`src/rtl/mandelbrot_avn_wbuf.sv`:
```
// mandelbrot_avn_wbuf: write buffer between the renderer's Avalon-MM write master
// and the framebuffer SRAM arbiter. A DEPTH-entry FIFO absorbs arbiter stalls and a
// registered master port re-issues the buffered writes in strict order. When the FIFO
// is empty and the output register is free, an incoming write goes straight into the
// output register, so the first write still reaches the master side one cycle later.
// Optional feature macro: MANDELBROT_WBUF_FRAME_DONE_EN (pixel counter + frame_done pulse).
module mandelbrot_avn_wbuf #(
    parameter int AVN_AW       = 19,
    parameter int AVN_DW       = 16,
    parameter int DEPTH        = 8,
    parameter int FRAME_PIXELS = 307200
) (
    input  logic                     clk,
    input  logic                     rst,
    input  logic                     start,
    input  logic [AVN_AW-1:0]        s_avn_address,
    input  logic                     s_avn_write,
    input  logic [AVN_DW-1:0]        s_avn_writedata,
    output logic                     s_avn_waitrequest,
    output logic [AVN_AW-1:0]        m_avn_address,
    output logic                     m_avn_write,
    output logic [AVN_DW-1:0]        m_avn_writedata,
    input  logic                     m_avn_waitrequest,
    output logic [$clog2(DEPTH):0]   fifo_level,
    output logic                     frame_done
);

    localparam int PW = $clog2(DEPTH);
    localparam int LW = PW + 1;
    localparam int EW = AVN_AW + AVN_DW;
    localparam logic [LW-1:0] LEVEL_FULL = LW'(DEPTH);
    localparam logic [LW-1:0] LEVEL_ZERO = {LW{1'b0}};
    localparam logic [LW-1:0] LEVEL_ONE  = LW'(1'b1);
    localparam logic [PW-1:0] PTR_ZERO   = {PW{1'b0}};
    localparam logic [PW-1:0] PTR_ONE    = PW'(1'b1);

    logic [EW-1:0] mem_r [DEPTH];
    logic [PW-1:0] wr_ptr_r;
    logic [PW-1:0] rd_ptr_r;
    logic [LW-1:0] level_r;
    logic          full_s;
    logic          push_s;
    logic          out_free_s;
    logic          load_s;
    logic [EW-1:0] load_entry_s;

    // Full while every FIFO slot holds a write; the output register is not counted.
    assign full_s            = (level_r == LEVEL_FULL);
    assign push_s            = s_avn_write && !full_s;
    // Output register can take a new entry when empty or being accepted this cycle.
    assign out_free_s        = !m_avn_write || !m_avn_waitrequest;
    // Load from the FIFO head, or bypass the incoming write when the FIFO is empty.
    assign load_s            = out_free_s && ((level_r != LEVEL_ZERO) || push_s);
    assign s_avn_waitrequest = full_s;
    assign fifo_level        = level_r;

    // Select the entry for the output register: FIFO head if any, else the incoming write.
    always_comb begin
        load_entry_s = {s_avn_address, s_avn_writedata};
        if (level_r != LEVEL_ZERO) begin
            load_entry_s = mem_r[rd_ptr_r];
        end else begin
            load_entry_s = {s_avn_address, s_avn_writedata};
        end
    end

    // Storage array; deliberately not reset, only the pointers qualify its contents.
    always_ff @(posedge clk) begin
        if (push_s) begin
            mem_r[wr_ptr_r] <= {s_avn_address, s_avn_writedata};
        end
    end

    // Pointers and occupancy; a bypassed write advances both pointers and leaves level alone.
    always_ff @(posedge clk or negedge rst) begin
        if (!rst) begin
            wr_ptr_r <= PTR_ZERO;
            rd_ptr_r <= PTR_ZERO;
            level_r  <= LEVEL_ZERO;
        end else begin
            if (push_s) begin
                wr_ptr_r <= wr_ptr_r + PTR_ONE;
            end
            if (load_s) begin
                rd_ptr_r <= rd_ptr_r + PTR_ONE;
            end
            case ({push_s, load_s})
                2'b10:   level_r <= level_r + LEVEL_ONE;
                2'b01:   level_r <= level_r - LEVEL_ONE;
                default: level_r <= level_r;
            endcase
        end
    end

    // Registered master port; address/data only change when the register is free.
    always_ff @(posedge clk or negedge rst) begin
        if (!rst) begin
            m_avn_write     <= 1'b0;
            m_avn_address   <= {AVN_AW{1'b0}};
            m_avn_writedata <= {AVN_DW{1'b0}};
        end else if (load_s) begin
            m_avn_write                       <= 1'b1;
            {m_avn_address, m_avn_writedata}  <= load_entry_s;
        end else if (out_free_s) begin
            m_avn_write <= 1'b0;
        end
    end

`ifdef MANDELBROT_WBUF_FRAME_DONE_EN
    localparam int CW = $clog2(FRAME_PIXELS);
    localparam logic [CW-1:0] PIX_LAST = CW'(FRAME_PIXELS - 1);
    localparam logic [CW-1:0] PIX_ZERO = {CW{1'b0}};
    localparam logic [CW-1:0] PIX_ONE  = CW'(1'b1);

    logic [CW-1:0] pix_cnt_r;
    logic          frame_done_r;
    logic          hs_s;

    assign hs_s       = m_avn_write && !m_avn_waitrequest;
    assign frame_done = frame_done_r;

    // Count accepted master writes; start wins over a same-cycle handshake.
    always_ff @(posedge clk or negedge rst) begin
        if (!rst) begin
            pix_cnt_r    <= PIX_ZERO;
            frame_done_r <= 1'b0;
        end else if (start) begin
            pix_cnt_r    <= PIX_ZERO;
            frame_done_r <= 1'b0;
        end else if (hs_s) begin
            if (pix_cnt_r == PIX_LAST) begin
                pix_cnt_r    <= PIX_ZERO;
                frame_done_r <= 1'b1;
            end else begin
                pix_cnt_r    <= pix_cnt_r + PIX_ONE;
                frame_done_r <= 1'b0;
            end
        end else begin
            frame_done_r <= 1'b0;
        end
    end
`else
    logic unused_s;

    assign frame_done = 1'b0;
    assign unused_s   = start ^ (FRAME_PIXELS == 0);
`endif

endmodule
```
`config.mk`:
```
export PLATFORM = sky130hd
export DESIGN_NAME = mandelbrot_avn_wbuf
export DESIGN_NICKNAME = d
export VERILOG_FILES = /design/src/rtl/mandelbrot_avn_wbuf.sv
export SDC_FILE = /design/constraint.sdc
export NUM_CORES = 1
export LEC_CHECK = 0
export ABC_AREA = 1
export CAP_MARGIN = 5
export CORE_ASPECT_RATIO = 1.75
export CORE_MARGIN = 2
export CORE_UTILIZATION = 59
export CTS_CLUSTER_DIAMETER = 60
export DETAILED_ROUTE_END_ITERATION = 16
export PLACE_DENSITY = 0.86
export SYNTH_ARGS = -nofsm -noshare
export SYNTH_HDL_FRONTEND = slang
export SYNTH_SLANG_ARGS = --single-unit
```
`constraint.sdc`:
```
create_clock -name clk -period 3.6 [get_ports clk]
set_input_delay 0.72 -clock clk [delete_from_list [all_inputs] [get_ports clk]]
set_output_delay 0.72 -clock clk [all_outputs]
set_load 0.01 [all_outputs]
```
==> impl_metrics.tcl, run 1 <==
set metrics [dict create \
    status "complete, no violations" \
    dp_hpwl_mm 18.7 \
    synth-seq-cells 326 \
    die_w_um 119 \
    drive_above_1_share_pct 7.82 \
    layout.area.seq_um2 9560 \
    synth_top_area_share_pct 61.8 \
    crit_fanout 5 \
    place_inst 1578 \
    crit_required_ns 2.88 \
    max_freq_mhz 379 \
    antenna_found_initial 0 \
    synth_compound_area_share_pct 1.39 \
    cts_tree "built" \
    yosys.area_share.simple_pct 21.7 \
    pwr-share-seq_pct 39.6 \
    ys_async_sr_fraction_pct 14.1 \
    grt_pass1_vias 9929 \
    switching_share_pct 36.5 \
    gp_congestion 0.821 \
    relSlewSlack_pct 31.7 \
    max_cap_violations 0 \
    hold_class "primary input to async pin" \
    rsz0062_at_grt "false" \
    worst_setup_path_end_kind "output port" \
    clk_latency_ns 0.54 \
    grt_pass1_wl_mm 50.8 \
    remaining_drc_errors 0 \
    yosysTopAreaCell "edfxtp_1" \
    synth_area_leaders "edfxtp_1 (62%), nand2_1 (9.5%), nand3_1 (8.6%)" \
    coreArea_um2 22700 \
    wl_mm 32.2 \
    n_fill_cell 1506 \
    clock_skew_ns 0.0153 \
    fp.dieArea_um2 24300 \
    post_cts_buffers 0 \
    rows 73 \
    clkPwrFrac_pct 23.5 \
    htreeDepth 1 \
    setup_tns_ns 0 \
    finalMaxSlewViolations 0 \
    grt-ovfl-total 0 \
    netlist_area_um2 13600 \
    leakage_uw 0.00622 \
    cts_sinks 326 \
    worst_ep_arrival_time_ns 1.92 \
    antenna_left 0 \
    drt_iter0_drc 1116 \
    antenna_cells 0 \
    dr.pass1.iters 6 \
    timing.final.crit_share_pct 73.2 \
    grt_max_degree 86 \
    clk_pin_slew_ns 0.07 \
    vias 9530 \
    worst-r2r-setup-slack_ns 1.11 \
    p_int_uw 8260 \
    synth_edf_count 280 \
    ir_worst_vdd_uv 554 \
    die_h_um 205 \
    power_frac_comb_pct 36.8 \
    final_cells 1630 \
    vias_per_cell 5.85 \
    initial_utilization_pct 60.1 \
    report.final.hold_viol_count 0 \
    yosysWarnings 0 \
    syn_area_per_cell_um2 11.0 \
    grtUsageTotal_pct 26.7 \
    nNetsFinal 1353 \
    p_per_area_nw_per_um2 829 \
    synth_ff_type "edfxtp_1" \
    start_kind "register" \
    cts_root_buf "clkbuf_16" \
    synth_cell_types 29 \
    synth.top_cells.by_count "nand2_1 (343), edfxtp_1 (280), nand3_1 (233)" \
    critPathKind "register to output port" \
    synth_xor_area_share_pct 0.451 \
    synth_top_family_by_area "simple AND/OR/NAND/NOR gates" \
    yosysMostFrequentCell "nand2_1" \
    switching_power_uw 4750 \
    worst_pin_slew_ns 1.02 \
    hold_buffers 0 \
    min_period_ns 2.64 \
    synth_cells 1240 \
    synthMuxAreaShare_pct 0 \
    portBuffers 79 \
    clock_path_buffers 3 \
    finalSetupViolations 0 \
    wl_per_cell_um 19.8 \
    synthAdderAreaFrac_pct 0.460 \
    area_growth_pct 15.3 \
    numCtsBuffers 28 \
    cts_resized 0 \
    io_pins 82 \
    multi_input_area_um2 3330 \
    synth_seq_area_share_pct 70.2 \
    synth_nets 1285 \
]
==> cells in the final DEF, fill, tap and decap left out, drive strengths merged <==
cell / Yosys / final
nand3: 234 / 234
nand4: 1 / 1
xor2: 6 / 6
or2: 16 / 16
conb: 1 / 1
clkinv: 1 / 10
o21ai: 6 / 6
inv: 103 / 101
buf: 58 / 28
dfrtp: 46 / 46
clkinvlp: 0 / 1
xnor2: 1 / 1
nand2: 344 / 344
ha: 5 / 5
edfxtp: 280 / 280
clkbuf: 10 / 41
nor2: 96 / 96
bufinv: 0 / 3
nor3: 1 / 1
clkdlybuf4s50: 0 / 78
a21oi: 31 / 31
==> through the flow <==
step | hold WS (ns) | utilization, % | total power (µW) | setup slack, ns | area [µm²]
floorplan | 0.424 | - | 8270 | 0.579 | 13600
global placement | 0.465 | 65.2 | 9690 | 0.724 | 14800
detailed placement | 0.464 | 65.2 | 9930 | 0.634 | 14800
CTS | 0.243 | 69.3 | 13000 | 0.960 | 15700
global route | 0.281 | 69.3 | 13700 | 0.898 | 15700
finish | 0.230 | 69.3 | 13000 | 0.964 | 15700
==> critical path, stage by stage (launching register included) <==
cell	delay, ns
dfrtp_1	0.45
inv_1	0.12
nand3_2	0.15
nor2_1	0.12
clkdlybuf4s50_1	0.54
==> cell families after synthesis <==
logic type               after synthesis
flip-flops                           326
XOR/XNOR                               7
AND/OR/NAND/NOR                      692
adder cells (fa/ha/maj)                5
AO/OA/AOI/OAI                         37
buffers and inverters                172
other                                  1
==> worst paths after layout <==
check | start | end | depth (start not counted)
setup / recovery | fifo_level[0] | s_avn_waitrequest | 4
hold / removal | rst | fifo_level[3] | 1
setup reg to reg | fifo_level[2] | mem_r[1][2] | 7
hold reg to reg | m_avn_writedata[9] | m_avn_writedata[9] | 2
max in group asynchronous | rst | rd_ptr_r[0] | 2
min in group clk | m_avn_writedata[9] | m_avn_writedata[9] | 2
==> final cells by class <==
class / instances / share of cell area [%]
sequential: 326 / 61.0
tap: 300 / 2.39
multi-input combinational: 742 / 21.2
timing repair buffer: 106 / 7.02
clock buffer: 41 / 5.10
clock inverter: 11 / 0.829
inverter: 104 / 2.51
==> metal layers <==
metal	global-route usage [%]	part of all wire, %
met3	3.37	7.6
met5	0	0
met1	30.1	34
met4	13.1	4.1
met2	49.4	55
==> power by group through the flow <==
stage                     Combinational, µW  Clock, µW  Sequential [µW]
final                                  4790       3060             5150
after global placement                 4510          0             5190
after global routing                   5240       3200             5210
after CTS                              4780       3070             5160
after floorplan                        2990          0             5280
after detailed placement               4710          0             5220
==> registers in the layout, summed over array words and instances (netlist names) <==
signal and cells:
rd_ptr_r 3, mem_r 280, m_avn_writedata 16, m_avn_address 19, wr_ptr_r 3, m_avn_write 1
fifo_level 4
(Power assumes the default switching activity.)
==> run 2, diff against run 1 <==
clock period = 2.6 ns   (was 3.6 ns; I/O delays follow)
==> impl_metrics.tcl, run 2 (same netlist as run 1, synthesis figures left out) <==
set metrics [dict create \
    status "complete, no violations" \
    ir_worst_vdd_uv 745 \
    vias 9419 \
    rsz0062_at_grt "false" \
    critical_path.top_delay_family "buffers and inverters" \
    io_pins 82 \
    grt-ovfl-total 0 \
    final_cells 1632 \
    n_fill_cell 1506 \
    p_total_uw 18000 \
    final_common_cell "nand2_1" \
    worst_pin_slew_ns 1.01 \
    clock_skew_ns 0.0240 \
    critPathKind "register to output port" \
    rr_worst_depth 6 \
    holdPathStages 2 \
    grt_pass1_wl_mm 48.6 \
    finalSetupViolations 0 \
    die_w_um 119 \
    numCtsBuffers 26 \
    clk_pin_slew_ns 0.07 \
    cts_tree "built" \
    grtUsageTotal_pct 26.0 \
    critPathSlowestCell "clkdlybuf4s50_1" \
    portBuffers 79 \
    r2r-start "rd_ptr_r[2]" \
    nNetsFinal 1357 \
    area_growth_pct 16.2 \
    wl_per_cell_um 19.0 \
    vias_per_cell 5.77 \
    remaining_drc_errors 0 \
    layout.area.seq_um2 9560 \
    worst_ep_arrival_time_ns 1.90 \
    worst_setup_path_end_kind "output port" \
    initial_utilization_pct 60.1 \
    dr.pass1.iters 5 \
    clock_path_buffers 3 \
    cts_resized 0 \
    hold_class "register to register" \
    antenna_found_initial 0 \
    post_cts_buffers 0 \
    grt_max_degree 142 \
    top_register "mem_r" \
    crit_fanout 5 \
    leakage_uw 0.00626 \
    fin_worst_hold_slack_ns 0.485 \
    place_inst 1583 \
    dp_hpwl_mm 17.1 \
    antenna_cells 0 \
    timing.rr.end "m_avn_writedata[3]" \
    holdPathEnd "m_avn_writedata[10]" \
    cp_num_buf_inv 2 \
    finalMaxSlewViolations 0 \
    worstPathCellList "inv_1 > nand3_2 > nor2_1 > clkdlybuf4s50_1" \
    largest_reg_flops 280 \
    layout_common_cells "nand2_1 (343), edfxtp_1 (280), nand3_1 (233), inv_1 (97), nor2_1 (87)" \
    htreeDepth 1 \
    gp_congestion 0.797 \
    wl_mm 31.1 \
    max_freq_mhz 413 \
    rows 73 \
    crit_required_ns 2.08 \
    drive_above_1_share_pct 8.11 \
    grt_pass1_vias 9606 \
    multi_input_area_um2 3330 \
    fp.dieArea_um2 24300 \
    holdCritStartpoint "m_avn_writedata[10]" \
    hold_buffers 1 \
    cts_root_buf "clkbuf_16" \
    timing.final.crit_share_pct 93.1 \
    start_kind "register" \
    drt_iter0_drc 926 \
    p_per_area_nw_per_um2 1140 \
    relSlewSlack_pct 32.5 \
    coreArea_um2 22700 \
    cts_sinks 326 \
    clk_latency_ns 0.55 \
    antenna_left 0 \
    min_period_ns 2.42 \
    max_cap_violations 0 \
    reg_top3 "mem_r: 280 flops, m_avn_address: 19 flops, m_avn_writedata: 16 flops" \
    die_h_um 205 \
    worst_path_largest_cell_delay_ns 0.54 \
    report.final.hold_viol_count 0 \
    worst-r2r-setup-slack_ns 0.53 \
]
[run 2: worst max path at each step]
stage | start | to | slack [ns] | cells after the start
2_1_floorplan | fifo_level[0] | mem_r[0][0] | -0.37 | 5
5_1_grt | fifo_level[0] | s_avn_waitrequest | 0.11 | 4
6_report | fifo_level[0] | s_avn_waitrequest | 0.18 | 4
3_5_place_dp | s_avn_write | fifo_level[2] | 0.21 | 11
4_1_cts | fifo_level[0] | s_avn_waitrequest | 0.16 | 4
3_3_place_gp | s_avn_write | fifo_level[2] | 0.25 | 11
[run 2: where the power goes]
part | switching [µW] | internal (µW)
Clock | 1760 | 2460
Combinational | 4320 | 2370
Sequential | 385 | 6740
[run 2: per-layer routing]
layer	share of wire [%]	wire length (µm)	vias up	global-route usage, %
li1	-	-	4293	-
met1	35	10800	4518	28.8
met2	53	16500	487	46.6
met3	6.5	2020	121	3.26
met4	5.6	1750	0	17.0
met5	0	0	-	0
[run 2: through the flow]
stage | util [%] | area [µm²] | TNS, ns | worst slack, ns
CTS | 69.8 | 15800 | 0 | 0.163
finish | 69.8 | 15800 | 0 | 0.180
floorplan | - | 13600 | -51.98 | -0.371
global route | 69.8 | 15800 | 0 | 0.108
detailed placement | 65.7 | 14900 | 0 | 0.208
global placement | 65.7 | 14900 | 0 | 0.254
[run 2: worst reg2reg max path, cell delays in order (launching register included)]
cell and delay, ns:
dfrtp_2 0.36, buf_4 0.79, nand3_1 0.32, nand3_1 0.20, nand3_1 0.12, nand2_1 0.12
nand2_1 0.05
[run 2: area by class of cell]
cell class | instances | area share (%)
Sequential cell | 326 | 60.5
Multi-Input combinational cell | 742 | 21.0
Timing Repair Buffer | 112 | 7.74
Clock buffer | 33 | 4.54
Inverter | 104 | 2.49
Tap cell | 300 | 2.37
Clock inverter | 15 | 1.31
==> run 3, diff against run 2 <==
CELL_PAD_IN_SITES_DETAIL_PLACEMENT = 1   (was not set)
CELL_PAD_IN_SITES_GLOBAL_PLACEMENT = 1   (was not set)
CORE_UTILIZATION = 48   (was 59)
PLACE_DENSITY = 0.87   (was 0.86)
==> impl_metrics.tcl, run 3 (same netlist as run 1, synthesis figures left out) <==
set metrics [dict create \
    max_cap_violations 0 \
    layout_common_cells "nand2_1 (343), edfxtp_1 (280), nand3_1 (233), inv_1 (97), nor2_1 (86)" \
    timing.final.crit_share_pct 94.4 \
    clock_path_buffers 3 \
    critPathKind "register to output port" \
    initial_utilization_pct 48.6 \
    drt_iter0_drc 729 \
    place_area_um2 15000 \
    grt_pass1_vias 10700 \
    remaining_drc_errors 0 \
    setup_tns_ns 0 \
    clk_latency_ns 0.56 \
    coreArea_um2 28000 \
    clock_skew_ns 0.0254 \
    post_cts_buffers 0 \
    fin_util_pct 57.1 \
    worst_pin_slew_ns 1.11 \
    cts_root_buf "clkbuf_16" \
    crit_required_ns 2.08 \
    finalWorstSetupSlack_ns 0.145 \
    cts_resized 0 \
    finalSetupViolations 0 \
    finalMaxSlewViolations 0 \
    min_period_ns 2.45 \
    status "complete, no violations" \
    cts_sinks 326 \
    crit_fanout 5 \
    worst_ep_arrival_time_ns 1.93 \
    relSlewSlack_pct 25.6 \
    rows 81 \
    grt_max_degree 142 \
    p_int_uw 11700 \
    start_kind "register" \
    final_cells 1708 \
    dp_hpwl_mm 22.5 \
    clk_pin_slew_ns 0.07 \
    antenna_cells 0 \
    max_freq_mhz 407 \
    wl_per_cell_um 23.0 \
    die_w_um 131 \
    clkPwrFrac_pct 23.4 \
    largest_reg_flops 280 \
    die_h_um 227 \
    grt_pass1_wl_mm 60.1 \
    ir_worst_vdd_uv 673 \
    fp.dieArea_um2 29800 \
    nNetsFinal 1360 \
    grtUsageTotal_pct 26.6 \
    rsz0062_at_grt "false" \
    numCtsBuffers 28 \
    top_register "mem_r" \
    gp_congestion 0.743 \
    hold_class "primary input to async pin" \
    worst_setup_path_end_kind "output port" \
    pre_cts_ws_ns 0.140 \
    antenna_left 0 \
    cts_tree "built" \
    n_fill_cell 2966 \
    report.final.hold_viol_count 0 \
    hold_buffers 0 \
    final_common_cell "nand2_1" \
    wl_mm 39.2 \
    reg_top3 "mem_r: 280 flops, m_avn_address: 19 flops, m_avn_writedata: 16 flops" \
    power_frac_comb_pct 38.1 \
    drive_above_1_share_pct 8.24 \
    htreeDepth 1 \
    place_inst 1658 \
    io_pins 82 \
    grt-ovfl-total 0 \
    leakage_uw 0.00629 \
    switching_power_uw 7010 \
    vias_per_cell 5.66 \
    final_area_um2 16000 \
    p_per_area_nw_per_um2 1170 \
    pwr-share-seq_pct 38.5 \
    switching_share_pct 37.5 \
    portBuffers 79 \
    area_growth_pct 17.4 \
    dr.pass1.iters 5 \
    antenna_found_initial 0 \
    vias 9661 \
]
-- run 3: cell types whose count changed in the layout (fill, tap and decap cells not counted), sizes merged --
cell         delta
bufinv          -1
clkinv          -1
dlygate4sd3     -1
buf             +2
clkbuf          +6
inv             -1
clkinvlp        -1
-- run 3: final timing paths --
| kind | to | depth (start not counted) | slack [ns] | start |
|---|---|---|---|---|
| worst max-delay path | s_avn_waitrequest | 4 | 0.15 | fifo_level[0] |
| worst min register to register | m_avn_writedata[5] | 2 | 0.48 | m_avn_writedata[5] |
| max in group asynchronous | m_avn_writedata[9] | 2 | 1.96 | rst |
| worst min-delay path | rd_ptr_r[2] | 1 | 0.02 | rst |
| min in group clk | m_avn_writedata[5] | 2 | 0.48 | m_avn_writedata[5] |
| worst max register to register | m_avn_address[17] | 6 | 0.32 | rd_ptr_r[1] |
-- run 3: layout make-up --
cell class                      count  area [µm²]  share of cell area [%]
Sequential cell                   326        9560                    59.9
Multi-Input combinational cell    742        3330                    20.8
Timing Repair Buffer              113        1280                    8.00
Clock buffer                       39         793                    4.96
Tap cell                          373         467                    2.92
Inverter                          104         394                    2.47
Clock inverter                     11         153                   0.955
-- run 3: metal layers --
metal  wire length (µm)  vias to the layer above  GRT usage (%)  part of all wire, %
met5                  0                        -              0                    0
met1              14300                     4880           30.2                   37
met3               1930                      110           3.09                  4.9
met2              21500                      378           49.8                   55
li1                   -                     4293              -                    -
met4               1500                        0           12.8                  3.8
-- run 3: power by group through the flow --
stage | combinational, µW | clock [µW] | sequential (µW)
final | 7120 | 4370 | 7200
after global routing | 7790 | 4570 | 7270
after CTS | 7150 | 4420 | 7200
after detailed placement | 6960 | 0 | 7280
after global placement | 6580 | 0 | 7200
after floorplan | 4150 | 0 | 7310
-- run 3: critical path, stage by stage (launching register included) --
cell,delay [ns]
dfrtp_1,0.44
inv_1,0.12
nand3_2,0.16
nor2_2,0.13
clkdlybuf4s50_1,0.54
-- run 3: stage by stage --
stage / power (µW) / hold slack (ns)
after detailed placement: 14200 / 0.464
final: 18700 / 0.0180
after global placement: 13800 / 0.467
after global routing: 19600 / 0.0553
after CTS: 18800 / 0.0247
after floorplan: 11500 / 0.224
